**src/rtl/switch_conditioner_pkg.sv**
```systemverilog
// Shared constants and FSM encoding for the slide-switch input stage.
package switch_conditioner_pkg;

  localparam int DEF_N_SW       = 16;
  localparam int DEF_TICK_DIV   = 100000;
  localparam int DEF_STABLE_CNT = 4;

  typedef enum logic {
    ST_INIT = 1'b0,
    ST_RUN  = 1'b1
  } state_t;

endpackage

```
**src/rtl/switch_conditioner_debounce_bit.sv**
```systemverilog
// One switch: 2-FF synchroniser, tick-sampled debounce counter, clean level and strobe flop.
module debounce_bit
  import switch_conditioner_pkg::*;
#(
  parameter int STABLE_CNT = DEF_STABLE_CNT
) (
  input  logic clk,
  input  logic reset,
  input  logic tick,
  input  logic run,
  input  logic load,
  input  logic enable,
  input  logic raw,
  output logic sw_clean,
  output logic strobe_next,
  output logic toggle
);

  localparam int CW = $clog2(STABLE_CNT + 1);
  localparam logic [CW-1:0] CNT_LAST = CW'(STABLE_CNT - 1);

  logic          meta_reg;
  logic          sync_reg;
  logic          clean_reg;
  logic          clean_next;
  logic          flip_reg;
  logic          flip_next;
  logic          toggle_reg;
  logic [CW-1:0] cnt_reg;
  logic [CW-1:0] cnt_next;

  always_comb begin
    clean_next = clean_reg;
    cnt_next   = cnt_reg;
    flip_next  = 1'b0;
    // The end-of-settle load adopts the current level silently.
    if (load) begin
      clean_next = sync_reg;
      cnt_next   = '0;
    end else if (run && tick) begin
      if (sync_reg == clean_reg) begin
        cnt_next = '0;
      end else if (cnt_reg == CNT_LAST) begin
        clean_next = ~clean_reg;
        cnt_next   = '0;
        flip_next  = 1'b1;
      end else begin
        cnt_next = cnt_reg + 1'b1;
      end
    end
  end

  // Enable is sampled in the cycle the new clean level is visible.
  assign strobe_next = flip_reg & enable;

  always_ff @(posedge clk or negedge reset) begin
    if (!reset) begin
      meta_reg   <= 1'b0;
      sync_reg   <= 1'b0;
      clean_reg  <= 1'b0;
      cnt_reg    <= '0;
      flip_reg   <= 1'b0;
      toggle_reg <= 1'b0;
    end else begin
      meta_reg   <= raw;
      sync_reg   <= meta_reg;
      clean_reg  <= clean_next;
      cnt_reg    <= cnt_next;
      flip_reg   <= flip_next;
      toggle_reg <= strobe_next;
    end
  end

  assign sw_clean = clean_reg;
  assign toggle   = toggle_reg;

endmodule

```
**src/rtl/switch_conditioner.sv**
```systemverilog
// Switch input stage: shared tick divider, INIT/RUN settle FSM, per-bit debouncers
// and a registered priority encoder for the whack strobes.
module switch_conditioner
  import switch_conditioner_pkg::*;
#(
  parameter int N_SW       = DEF_N_SW,
  parameter int TICK_DIV   = DEF_TICK_DIV,
  parameter int STABLE_CNT = DEF_STABLE_CNT,
  localparam int IW        = (N_SW > 1) ? $clog2(N_SW) : 1
) (
  input  logic            clk,
  input  logic            reset,
  input  logic            enable,
  input  logic [N_SW-1:0] sw_raw,
  output logic [N_SW-1:0] sw_clean,
  output logic [N_SW-1:0] toggle,
  output logic            whack_valid,
  output logic [IW-1:0]   whack_idx,
  output logic            whack_multi,
  output logic            ready
);

  localparam int TW = (TICK_DIV > 1) ? $clog2(TICK_DIV) : 1;
  localparam int CW = $clog2(STABLE_CNT + 1);
  localparam logic [TW-1:0] TICK_LAST = TW'(TICK_DIV - 1);
  localparam logic [CW-1:0] INIT_LAST = CW'(STABLE_CNT - 1);

  logic [TW-1:0]   tick_cnt_reg;
  logic            tick;
  state_t          state_reg;
  state_t          state_next;
  logic [CW-1:0]   init_cnt_reg;
  logic [CW-1:0]   init_cnt_next;
  logic            load;
  logic            run;
  logic [N_SW-1:0] strobe_vec;
  logic            valid_next;
  logic            multi_next;
  logic [IW-1:0]   idx_next;
  logic            valid_reg;
  logic            multi_reg;
  logic [IW-1:0]   idx_reg;

  assign tick = (tick_cnt_reg == TICK_LAST);
  assign run  = (state_reg == ST_RUN);

  always_ff @(posedge clk or negedge reset) begin
    if (!reset) begin
      tick_cnt_reg <= '0;
    end else if (tick) begin
      tick_cnt_reg <= '0;
    end else begin
      tick_cnt_reg <= tick_cnt_reg + 1'b1;
    end
  end

  always_comb begin
    state_next    = state_reg;
    init_cnt_next = init_cnt_reg;
    load          = 1'b0;
    case (state_reg)
      ST_INIT: begin
        if (tick) begin
          if (init_cnt_reg == INIT_LAST) begin
            load          = 1'b1;
            init_cnt_next = '0;
            state_next    = ST_RUN;
          end else begin
            init_cnt_next = init_cnt_reg + 1'b1;
          end
        end
      end
      ST_RUN: begin
        state_next = ST_RUN;
      end
      default: begin
        state_next = ST_INIT;
      end
    endcase
  end

  always_ff @(posedge clk or negedge reset) begin
    if (!reset) begin
      state_reg    <= ST_INIT;
      init_cnt_reg <= '0;
    end else begin
      state_reg    <= state_next;
      init_cnt_reg <= init_cnt_next;
    end
  end

  generate
    for (genvar gi = 0; gi < N_SW; gi++) begin : g_bit
      debounce_bit #(
        .STABLE_CNT(STABLE_CNT)
      ) u_bit (
        .clk        (clk),
        .reset      (reset),
        .tick       (tick),
        .run        (run),
        .load       (load),
        .enable     (enable),
        .raw        (sw_raw[gi]),
        .sw_clean   (sw_clean[gi]),
        .strobe_next(strobe_vec[gi]),
        .toggle     (toggle[gi])
      );
    end
  endgenerate

  // Encode from the same pre-register vector as toggle so all four outputs align.
  always_comb begin
    idx_next = '0;
    for (int i = N_SW - 1; i >= 0; i--) begin
      if (strobe_vec[i]) begin
        idx_next = IW'(i);
      end
    end
  end

  assign valid_next = |strobe_vec;
  assign multi_next = |(strobe_vec & (strobe_vec - 1'b1));

  always_ff @(posedge clk or negedge reset) begin
    if (!reset) begin
      valid_reg <= 1'b0;
      multi_reg <= 1'b0;
      idx_reg   <= '0;
    end else begin
      valid_reg <= valid_next;
      multi_reg <= multi_next;
      idx_reg   <= idx_next;
    end
  end

  assign whack_valid = valid_reg;
  assign whack_multi = multi_reg;
  assign whack_idx   = idx_reg;
  assign ready       = run;

endmodule

```
**config.mk**
```make
export PLATFORM = sky130hd
export DESIGN_NAME = switch_conditioner
export DESIGN_NICKNAME = d
export VERILOG_FILES = /design/src/rtl/switch_conditioner_pkg.sv /design/src/rtl/switch_conditioner_debounce_bit.sv /design/src/rtl/switch_conditioner.sv
export SDC_FILE = /design/constraint.sdc
export NUM_CORES = 1
export LEC_CHECK = 0
export ABC_AREA = 1
export CORE_MARGIN = 2
export CORE_UTILIZATION = 48
export DETAILED_ROUTE_END_ITERATION = 10
export HOLD_SLACK_MARGIN = 0.15
export MAX_ROUTING_LAYER = met4
export PLACE_DENSITY = 0.73
export SLEW_MARGIN = 20
export SYNTH_ARGS = -nofsm -noshare
export SYNTH_HDL_FRONTEND = slang
export SYNTH_SLANG_ARGS = --single-unit
```
**constraint.sdc**
```tcl
create_clock -name clk -period 2.5 [get_ports clk]
set_input_delay 0.375 -clock clk [delete_from_list [all_inputs] [get_ports clk]]
set_output_delay 0.375 -clock clk [all_outputs]
set_load 0.05 [all_outputs]
```
* After elaboration in Yosys (flattened, before gate mapping)
Cells that the tools add are included.
** Storage, ports and cells
- Register bits :: 155
- Input bits :: 19
- Output and inout bits :: 39
- Logic and storage cells :: 456
** Cells by class
- $add $sub $neg :: 19
- Equal/unequal tests :: 50
- Multiplexer cells :: 214
- Bitwise operators :: 34
- Reduce and logical (&&, ||, !) cells :: 37
** Operators with widths (number)
- 3-bit 2-to-1 mux :: 65
- 1-bit 2-to-1 mux :: 131
- 4-bit 2-to-1 mux :: 16
- 3-bit by 1-bit adder with 3-bit output, second input constant :: 17
- 3-bit by 2-bit == test with 1-bit output, second input constant :: 17
- 3-bit AND reduction :: 16
- 2-bit nonzero test :: 17
- 16-bit OR reduction :: 2
- 2-bit != test, second input constant :: 15
- 17-bit by 1-bit adder with 17-bit output, second input constant :: 1
- 17-bit == test, second input constant :: 1
- 17-bit 2-to-1 mux :: 1
- 1-bit NOT :: 17
- 1-bit AND :: 16
- 16-bit AND :: 1
- 1-bit == test :: 16
- 16-bit by 1-bit subtractor with 16-bit output, second input constant :: 1
- 2-bit by 1-bit != test with 1-bit output, second input constant :: 1
- 1-bit one-hot mux with 2 select lines :: 1
- 2-bit AND reduction :: 1
- 1-bit logical AND :: 1

* Depth between registers and ports, before layout
Gate-level depths: netlist of run 1.
- Depth after elaboration :: 17
- Mapped depth :: 16
- Gate-level depth less buffers :: 15

* Hierarchy
From an unflattened synthesis of run 1, not the netlist that was laid out.
** Unflattened totals
- Cells, all modules :: 833
- Area, all modules :: 7191.9 um^2
** By module, submodules not included
- debounce_bit :: times used 16, cells an instance 39, area each 349.1 um^2, sequential area each 200.2 um^2
- switch_conditioner :: times used 1, cells an instance 209, area each 1606.5 um^2, sequential area each 675.6 um^2

* Least setup slack after synthesis of run 1
Ideal clock, no wire load.
- Kind :: register to register
- From :: register state_reg (netlist: ready)
- To :: register g_bit[11].u_bit.clean_reg
- Setup time :: 0.127 ns
- Data arrival time :: 1.927 ns
- Required time :: 2.373 ns
- Slack :: 0.445 ns
- Cell stages (with the launch flop) :: 8
- Path buffers :: 2
- Clock period less this slack :: 2.055 ns
- Cell sequence :: dfrtp_1 buf_2 inv_1 nor2_4 inv_2 buf_4 o21ai_2 mux2_1
** Between the ends
- Word-level cells in the longest chain between the ends :: 3
- Elaborated cells on any way between the ends :: 7
- Classes of those cells :: eq/ne (1); mux (2); reduce/logical (4)
** Ends and longest elaborated chain
- from (decl) :: line switch_conditioner.sv:30 : state_t state_reg;
- from (signal assigned) :: line switch_conditioner.sv:87 : state_reg <= state_next;
- 1-bit 2-to-1 mux / 1-bit logical AND (equally long branches) :: line switch_conditioner.sv:61, switch_conditioner_debounce_bit.sv:40
- 2-bit != test (no line) / 2-bit nonzero test (equally long branches)
- 3-bit AND reduction (no line)
- to (signal assigned) :: line switch_conditioner_debounce_bit.sv:67 : clean_reg <= clean_next;
- to (decl) :: line switch_conditioner_debounce_bit.sv:24 : logic clean_reg;
Several ways; a longest one is shown, not always the timed one.
A chain may end at the register's enable or synchronous reset.

* Worst setup path in the final report of run 1
- From :: register tick_cnt_reg[0]
- To :: register g_bit[10].u_bit.clean_reg
** Between the ends
- Word-level cells in the longest chain between the ends :: 5
- Elaborated cells on any way between the ends :: 9
- Classes of those cells :: eq/ne (2); mux (3); reduce/logical (4)
** Ends and longest elaborated chain
- from (decl) :: line switch_conditioner.sv:28 : logic [TW-1:0] tick_cnt_reg;
- from (signal assigned) :: line switch_conditioner.sv:53 : tick_cnt_reg <= tick_cnt_reg + 1'b1;
- 17-bit == test * :: line switch_conditioner.sv:44 : assign tick = (tick_cnt_reg == TICK_LAST);
- 1-bit 2-to-1 mux :: line switch_conditioner.sv:63 : if (tick) begin
- 1-bit 2-to-1 mux :: line switch_conditioner.sv:61 : case (state_reg)
- 2-bit != test (no line) / 2-bit nonzero test (equally long branches)
- 3-bit AND reduction (no line)
- to (signal assigned) :: line switch_conditioner_debounce_bit.sv:67
- to (decl) :: line switch_conditioner_debounce_bit.sv:24
Every way passes the cells marked *; elsewhere a longest branch is shown, timed or not.

==> results of run 1 <==
==> layer usage <==
metal	up-vias	wire (microns)
met5	-	0
met4	0	384
met3	29	638
met2	134	6750
met1	2273	5500
li1	2219	-
==> worst register-to-register path, cell delays in order (launching register included) <==
cell and delay, ns:
dfrtp_1 0.38, ha_1 0.19, nand2_1 0.07, inv_2 0.07, nand2_2 0.07, nor2_4 0.13, inv_2 0.06, nor2_2 0.09
nand2_2 0.14, nor2_4 0.12, inv_2 0.19, o21ai_0 0.29, mux2_2 0.36
==> timing repair <==
item	CTS	global route
endpoints found under the hold margin	52	0
setup endpoints to repair	0	0
gates resized for setup	0	0
setup buffers	0	0
hold buffers	1	0
==> cells by family (layout without fill, tap and decap cells) <==
family | count (synthesis) | count (layout) | share of synthesized area, %
fa+ha+maj | 18 | 18 | 3.34
mux | 19 | 19 | 3.13
simple gates | 226 | 226 | 15.0
compound gates | 92 | 92 | 8.42
buf+inv | 144 | 201 | 10.3
xor+xnor | 18 | 18 | 2.34
flops | 155 | 155 | 57.5
==> power by group through the flow <==
stage                     logic [mW]  registers (mW)  clock network (mW)
after floorplan               0.0260            2.59                   0
after global placement         0.113            2.59                   0
after detailed placement       0.116            2.59                   0
after CTS                      0.118            2.55                2.67
after global routing           0.130            2.55                2.78
final                          0.114            2.55                2.63
==> final timing paths <==
path / to / from / cells past startpoint
worst max register to register: g_bit[10].u_bit.sw_clean / tick_cnt_reg[0] / 12
max in group asynchronous: tick_cnt_reg[16] / reset / 3
worst min-delay path: g_bit[8].u_bit.sync_reg / g_bit[8].u_bit.meta_reg / 0
min in group asynchronous: g_bit[12].u_bit.meta_reg / reset / 2
worst max-delay path: g_bit[10].u_bit.sw_clean / tick_cnt_reg[0] / 12
worst min register to register: g_bit[8].u_bit.sync_reg / g_bit[8].u_bit.meta_reg / 0
==> synthesized netlist by cell type (all sizes together), types with 5 or more instances <==
library cell / count / area [sq um]
nor2: 60 / 277
nor3: 20 / 100
a21oi: 27 / 139
a22o: 5 / 43.8
xor2: 7 / 61.3
xnor2: 11 / 96.3
o21ai: 43 / 245
nand2: 112 / 433
inv: 101 / 379
nand4: 17 / 106
ha: 18 / 225
dfrtp: 155 / 3880
mux2: 17 / 191
buf: 42 / 309
a21boi: 6 / 45.0
nand3: 12 / 60.1
==> metrics by stage <==
stage / hold slack (ns) / cells / total power [mW] / worst slack (ns) / cell area (sq um)
global route: 0.350 / 909 / 5.46 / 0.0468 / 7950
finish: 0.340 / 909 / 5.29 / 0.212 / 7950
floorplan: 0.0794 / 672 / 2.62 / 0.445 / 6750
detailed placement: 0.335 / 876 / 2.71 / 0.0258 / 7330
global placement: 0.332 / 876 / 2.70 / 0.142 / 7330
CTS: 0.344 / 909 / 5.33 / 0.224 / 7950
==> final cells by class <==
cell class	count	area, sq um	share of cell area [%]
Tap cell	180	225	2.83
Multi-Input combinational cell	373	2170	27.3
Inverter	101	379	4.77
Timing Repair Buffer	68	682	8.57
Clock inverter	15	189	2.38
Sequential cell	155	3880	48.8
Clock buffer	17	425	5.35
==> results_dict.tcl, run 1 <==
set metrics [dict create \
    critPathMaxStageDelay_ns 0.38 \
    power_switching_mw 1.13 \
    cp_common_cell "inv_2" \
    root_buffer "clkbuf_16" \
    cts_tree "yes" \
    slew_viol_final 0 \
    grt_max_degree 55 \
    grt_use_met1_pct 22.3 \
    avgSynthCellArea_sq_um 10.0 \
    rrSetupSlack_ns 0.21 \
    ys_types 43 \
    ys_ff_latch 155 \
    first_pass_iters 4 \
    combPwrFrac_pct 2.2 \
    worstMarginPinSlew_ns 0.607 \
    globalRouteOverflowTotal 0 \
    critPathBufInv 3 \
    rows 43 \
    path_delay_family "simple AND/OR/NAND/NOR gates" \
    clk_pin_slew_ns 0.06 \
    num-nets-final 753 \
    ys.flop_type "dfrtp_1" \
    io_pins 58 \
    viasPerCell 5.12 \
    hpwlAfterDp_microns 9250 \
    setup_viol 0 \
    crit_type "flip-flop to flip-flop" \
    largest_reg_flops 48 \
    synthCells 672 \
    drt_wl_total_microns 13300 \
    die_area_sq_mm 0.0150 \
    drt_iter0_drc 341 \
    die_w_microns 123 \
    fin_skew_ns 0.00728 \
    synth_edf_count 0 \
    path_max_fanout 18 \
    crit_path_end_kind "flip-flop" \
    final_hold_viol_count 0 \
    peakVddDrop_v 0.000454 \
    outcome "finished, final reports clean" \
    final_common_cell "dfrtp_1" \
    grt_util_met3_pct 5.34 \
    vias 4655 \
    hold_path.class "flip-flop to flip-flop" \
    clkLatencyLatePin_ns 0.43 \
    switching_share_pct 21.4 \
    drive_above_1_share_pct 10.8 \
    gp_congestion 0.870 \
    use_met2_pct 33.0 \
    ant_nets 0 \
    die_y_microns 123 \
    busiest_layer "met2" \
    nFillCells 1131 \
    wl_per_cell_microns 14.6 \
    crit_required_ns 2.81 \
    grtUsageTotal_pct 19.8 \
    cts_buffers 17 \
    final_cell_mix "dfrtp_1 (155), nand2_1 (109), inv_1 (97), clkdlybuf4s50_1 (56), nor2_1 (51)" \
    rsz0062_at_grt "false" \
    port-buffer-count 57 \
    htreeDepth 4 \
    ys_async_sr_fraction_pct 100 \
    core_sq_mm 0.0138 \
    initial_core_util_pct 48.8 \
    final.setup.tns_ns 0 \
    clkPwrFrac_pct 49.7 \
    start_kind "flip-flop" \
    period_needed_ns 2.29 \
    seq_power_share_pct 48.2 \
    num_antenna_cells 0 \
    synth.net_count 709 \
    cp_slowest_cell "dfrtp_1" \
    cts_max_path_buffers 2 \
    drv_cap 0 \
    maxSlewHeadroom_pct 59.5 \
    internal_power_mw 4.16 \
    area_growth_pct 17.9 \
    p_per_area_mw_per_mm2 665 \
    synth.cell_area_sq_mm 0.00675 \
    grt_pass1_wl_microns 22200 \
    first_global_vias 4848 \
    leakagePower_nw 4.00 \
    drcViolationCount 0 \
    crit_chain "ha_1 -> nand2_1 -> inv_2 -> nand2_2 -> nor2_4 -> inv_2 -> nor2_2 -> nand2_2 -> nor2_4 -> inv_2 -> o21ai_0 -> mux2_2" \
    fmax_mhz 437 \
    antenna_found_initial 0 \
    clock-sinks 155 \
    ys_seq_area_share_pct 57.5 \
    period_share_pct 91.5 \
    ys_warn_count 0 \
    crit_arrival_ns 2.59 \
    postLayoutCoreUtil_pct 57.5 \
]
No activity file was read; power rests on OpenSTA's default activity.
==> inputs of run 2 (changes only) <==
--- a/config.mk
+++ b/config.mk
@@ -6,6 +6,7 @@
 export NUM_CORES = 1
 export LEC_CHECK = 0
 export ABC_AREA = 1
+export CORE_ASPECT_RATIO = 0.8
 export CORE_MARGIN = 2
 export CORE_UTILIZATION = 48
 export DETAILED_ROUTE_END_ITERATION = 10
==> run 2 against run 1 <==
  * Clock power about the same
  * Sequential cell count is the same
  * Register-to-register slack gained 0.03 ns
  * Highest routed layer unchanged
  * Critical path type unchanged
  * Fmax is 1.2% higher
  * Combinational power hardly changed
  * Count of clock-buffer cells in the layout up 7
  * Critical endpoint is now g_bit[13].u_bit.sw_clean
==> results_dict.tcl, run 2 (same netlist as run 1, synthesis figures left out) <==
set metrics [dict create \
    cts_max_path_buffers 2 \
    clk_pin_slew_ns 0.06 \
    die_y_microns 110 \
    drive_above_1_share_pct 10.3 \
    viasPerCell 5.13 \
    num-nets-final 754 \
    worstMarginPinSlew_ns 0.583 \
    crit_chain "ha_1 -> nand2_1 -> inv_2 -> nand2_2 -> nor2_4 -> inv_2 -> nor2_2 -> nand2_2 -> nor2_4 -> inv_2 -> o21ai_0 -> mux2_2" \
    antenna_found_initial 0 \
    grtUsageTotal_pct 20.3 \
    crit_type "flip-flop to flip-flop" \
    fin_skew_ns 0.00721 \
    area_growth_pct 17.6 \
    grt_pass1_wl_microns 22500 \
    clock-sinks 155 \
    drt_iter0_drc 368 \
    final.setup.tns_ns 0 \
    cp_slowest_cell "dfrtp_1" \
    die_w_microns 137 \
    fin_cells 909 \
    largest_reg_flops 48 \
    crit_path_end_kind "flip-flop" \
    htreeDepth 4 \
    fmax_mhz 442 \
    crit_required_ns 2.81 \
    num_antenna_cells 0 \
    reg2reg_from "tick_cnt_reg[0]" \
    critPathMaxStageDelay_ns 0.37 \
    worst_slack_ns 0.239 \
    outcome "finished, final reports clean" \
    min_from "g_bit[6].u_bit.meta_reg" \
    first_pass_iters 5 \
    final_hold_viol_count 0 \
    peakVddDrop_v 0.000437 \
    hold_path.class "flip-flop to flip-flop" \
    cts_resized 0 \
    io_pins 58 \
    final_common_cell "dfrtp_1" \
    gp_congestion 0.908 \
    final_cell_mix "dfrtp_1 (155), nand2_1 (109), inv_1 (97), clkdlybuf4s50_1 (56), nor2_1 (51)" \
    slew_viol_final 0 \
    pre_cts_slack_ns 0.112 \
    critPathBufInv 3 \
    crit_arrival_ns 2.57 \
    rrSetupSlack_ns 0.24 \
    crit_cells 12 \
    leakagePower_nw 4.01 \
    min_path_cells 0 \
    vias 4667 \
    worstHoldEndpoint "g_bit[6].u_bit.sync_reg" \
    path_delay_family "simple AND/OR/NAND/NOR gates" \
    ant_nets 0 \
    cts_buffers 17 \
    wl_per_cell_microns 14.7 \
    path_max_fanout 18 \
    drt_wl_total_microns 13300 \
    finalPower_mw 5.26 \
    rsz0062_at_grt "false" \
    period_needed_ns 2.26 \
    period_share_pct 90.4 \
    globalRouteOverflowTotal 0 \
    drcViolationCount 0 \
    rows 38 \
    p_per_area_mw_per_mm2 663 \
    cp_common_cell "inv_2" \
    core_sq_mm 0.0136 \
    root_buffer "clkbuf_16" \
    maxSlewHeadroom_pct 61.1 \
    cts_tree "yes" \
    rr_worst_depth 12 \
    place_inst 877 \
    setup_viol 0 \
    die_area_sq_mm 0.0150 \
    r2r-end "g_bit[13].u_bit.sw_clean" \
    port-buffer-count 57 \
    grt_max_degree 62 \
    start_kind "flip-flop" \
    initial_core_util_pct 49.4 \
    nFillCells 1093 \
    first_global_vias 4799 \
    clkLatencyLatePin_ns 0.42 \
    hpwlAfterDp_microns 9080 \
    drv_cap 0 \
]
[run 2: layout make-up]
type	instances	area [sq um]	share of cell area, %
inverter	101	379	4.78
multi-input combinational	373	2170	27.4
tap	180	225	2.84
clock buffer	24	482	6.07
sequential	155	3880	48.9
timing repair buffer	69	677	8.54
clock inverter	7	114	1.44
[run 2: routing by layer]
layer,up-vias,routed length [microns],global-route usage [%]
met2,151,6560,32.3
met4,0,223,8.41
met1,2274,5800,24.4
met3,25,746,5.94
li1,2217,-,-
met5,-,0,-
[run 2: worst register-to-register path, stage by stage (launching register included)]
cell,delay [ns]
dfrtp_1,0.37
ha_1,0.17
nand2_1,0.07
inv_2,0.07
nand2_2,0.07
nor2_4,0.13
inv_2,0.06
nor2_2,0.09
nand2_2,0.14
nor2_4,0.13
inv_2,0.18
o21ai_0,0.30
mux2_2,0.37
[run 2: where the power goes]
| part | switching, mW | internal (mW) |
|---|---|---|
| Sequential | 0.0118 | 2.54 |
| Clock | 0.956 | 1.64 |
| Combinational | 0.0708 | 0.0426 |
[run 2: what timing repair did]
| item | CTS | global route |
|---|---|---|
| hold buffers | 1 | 0 |
| hold endpoints to repair | 57 | 0 |
| setup buffers | 0 | 0 |
| setup endpoints to repair | 0 | 0 |
[run 2: worst max path at each step]
| stage | startpoint | to | slack [ns] |
|---|---|---|---|
| 2_1_floorplan | ready | g_bit[11].u_bit.sw_clean | 0.45 |
| 3_3_place_gp | enable | whack_multi | 0.24 |
| 3_5_place_dp | enable | whack_multi | 0.11 |
| 4_1_cts | tick_cnt_reg[0] | g_bit[13].u_bit.sw_clean | 0.25 |
| 5_1_grt | tick_cnt_reg[0] | g_bit[13].u_bit.sw_clean | 0.04 |
| 6_report | tick_cnt_reg[0] | g_bit[13].u_bit.sw_clean | 0.24 |
[run 2: metrics by stage]
step	cell area (sq um)	hold WS [ns]	util [%]
2_1_floorplan	6750	0.0794	-
3_3_place_gp	7320	0.332	53.7
3_5_place_dp	7320	0.335	53.7
4_1_cts	7930	0.348	58.1
5_1_grt	7930	0.353	58.1
6_report	7930	0.344	58.1
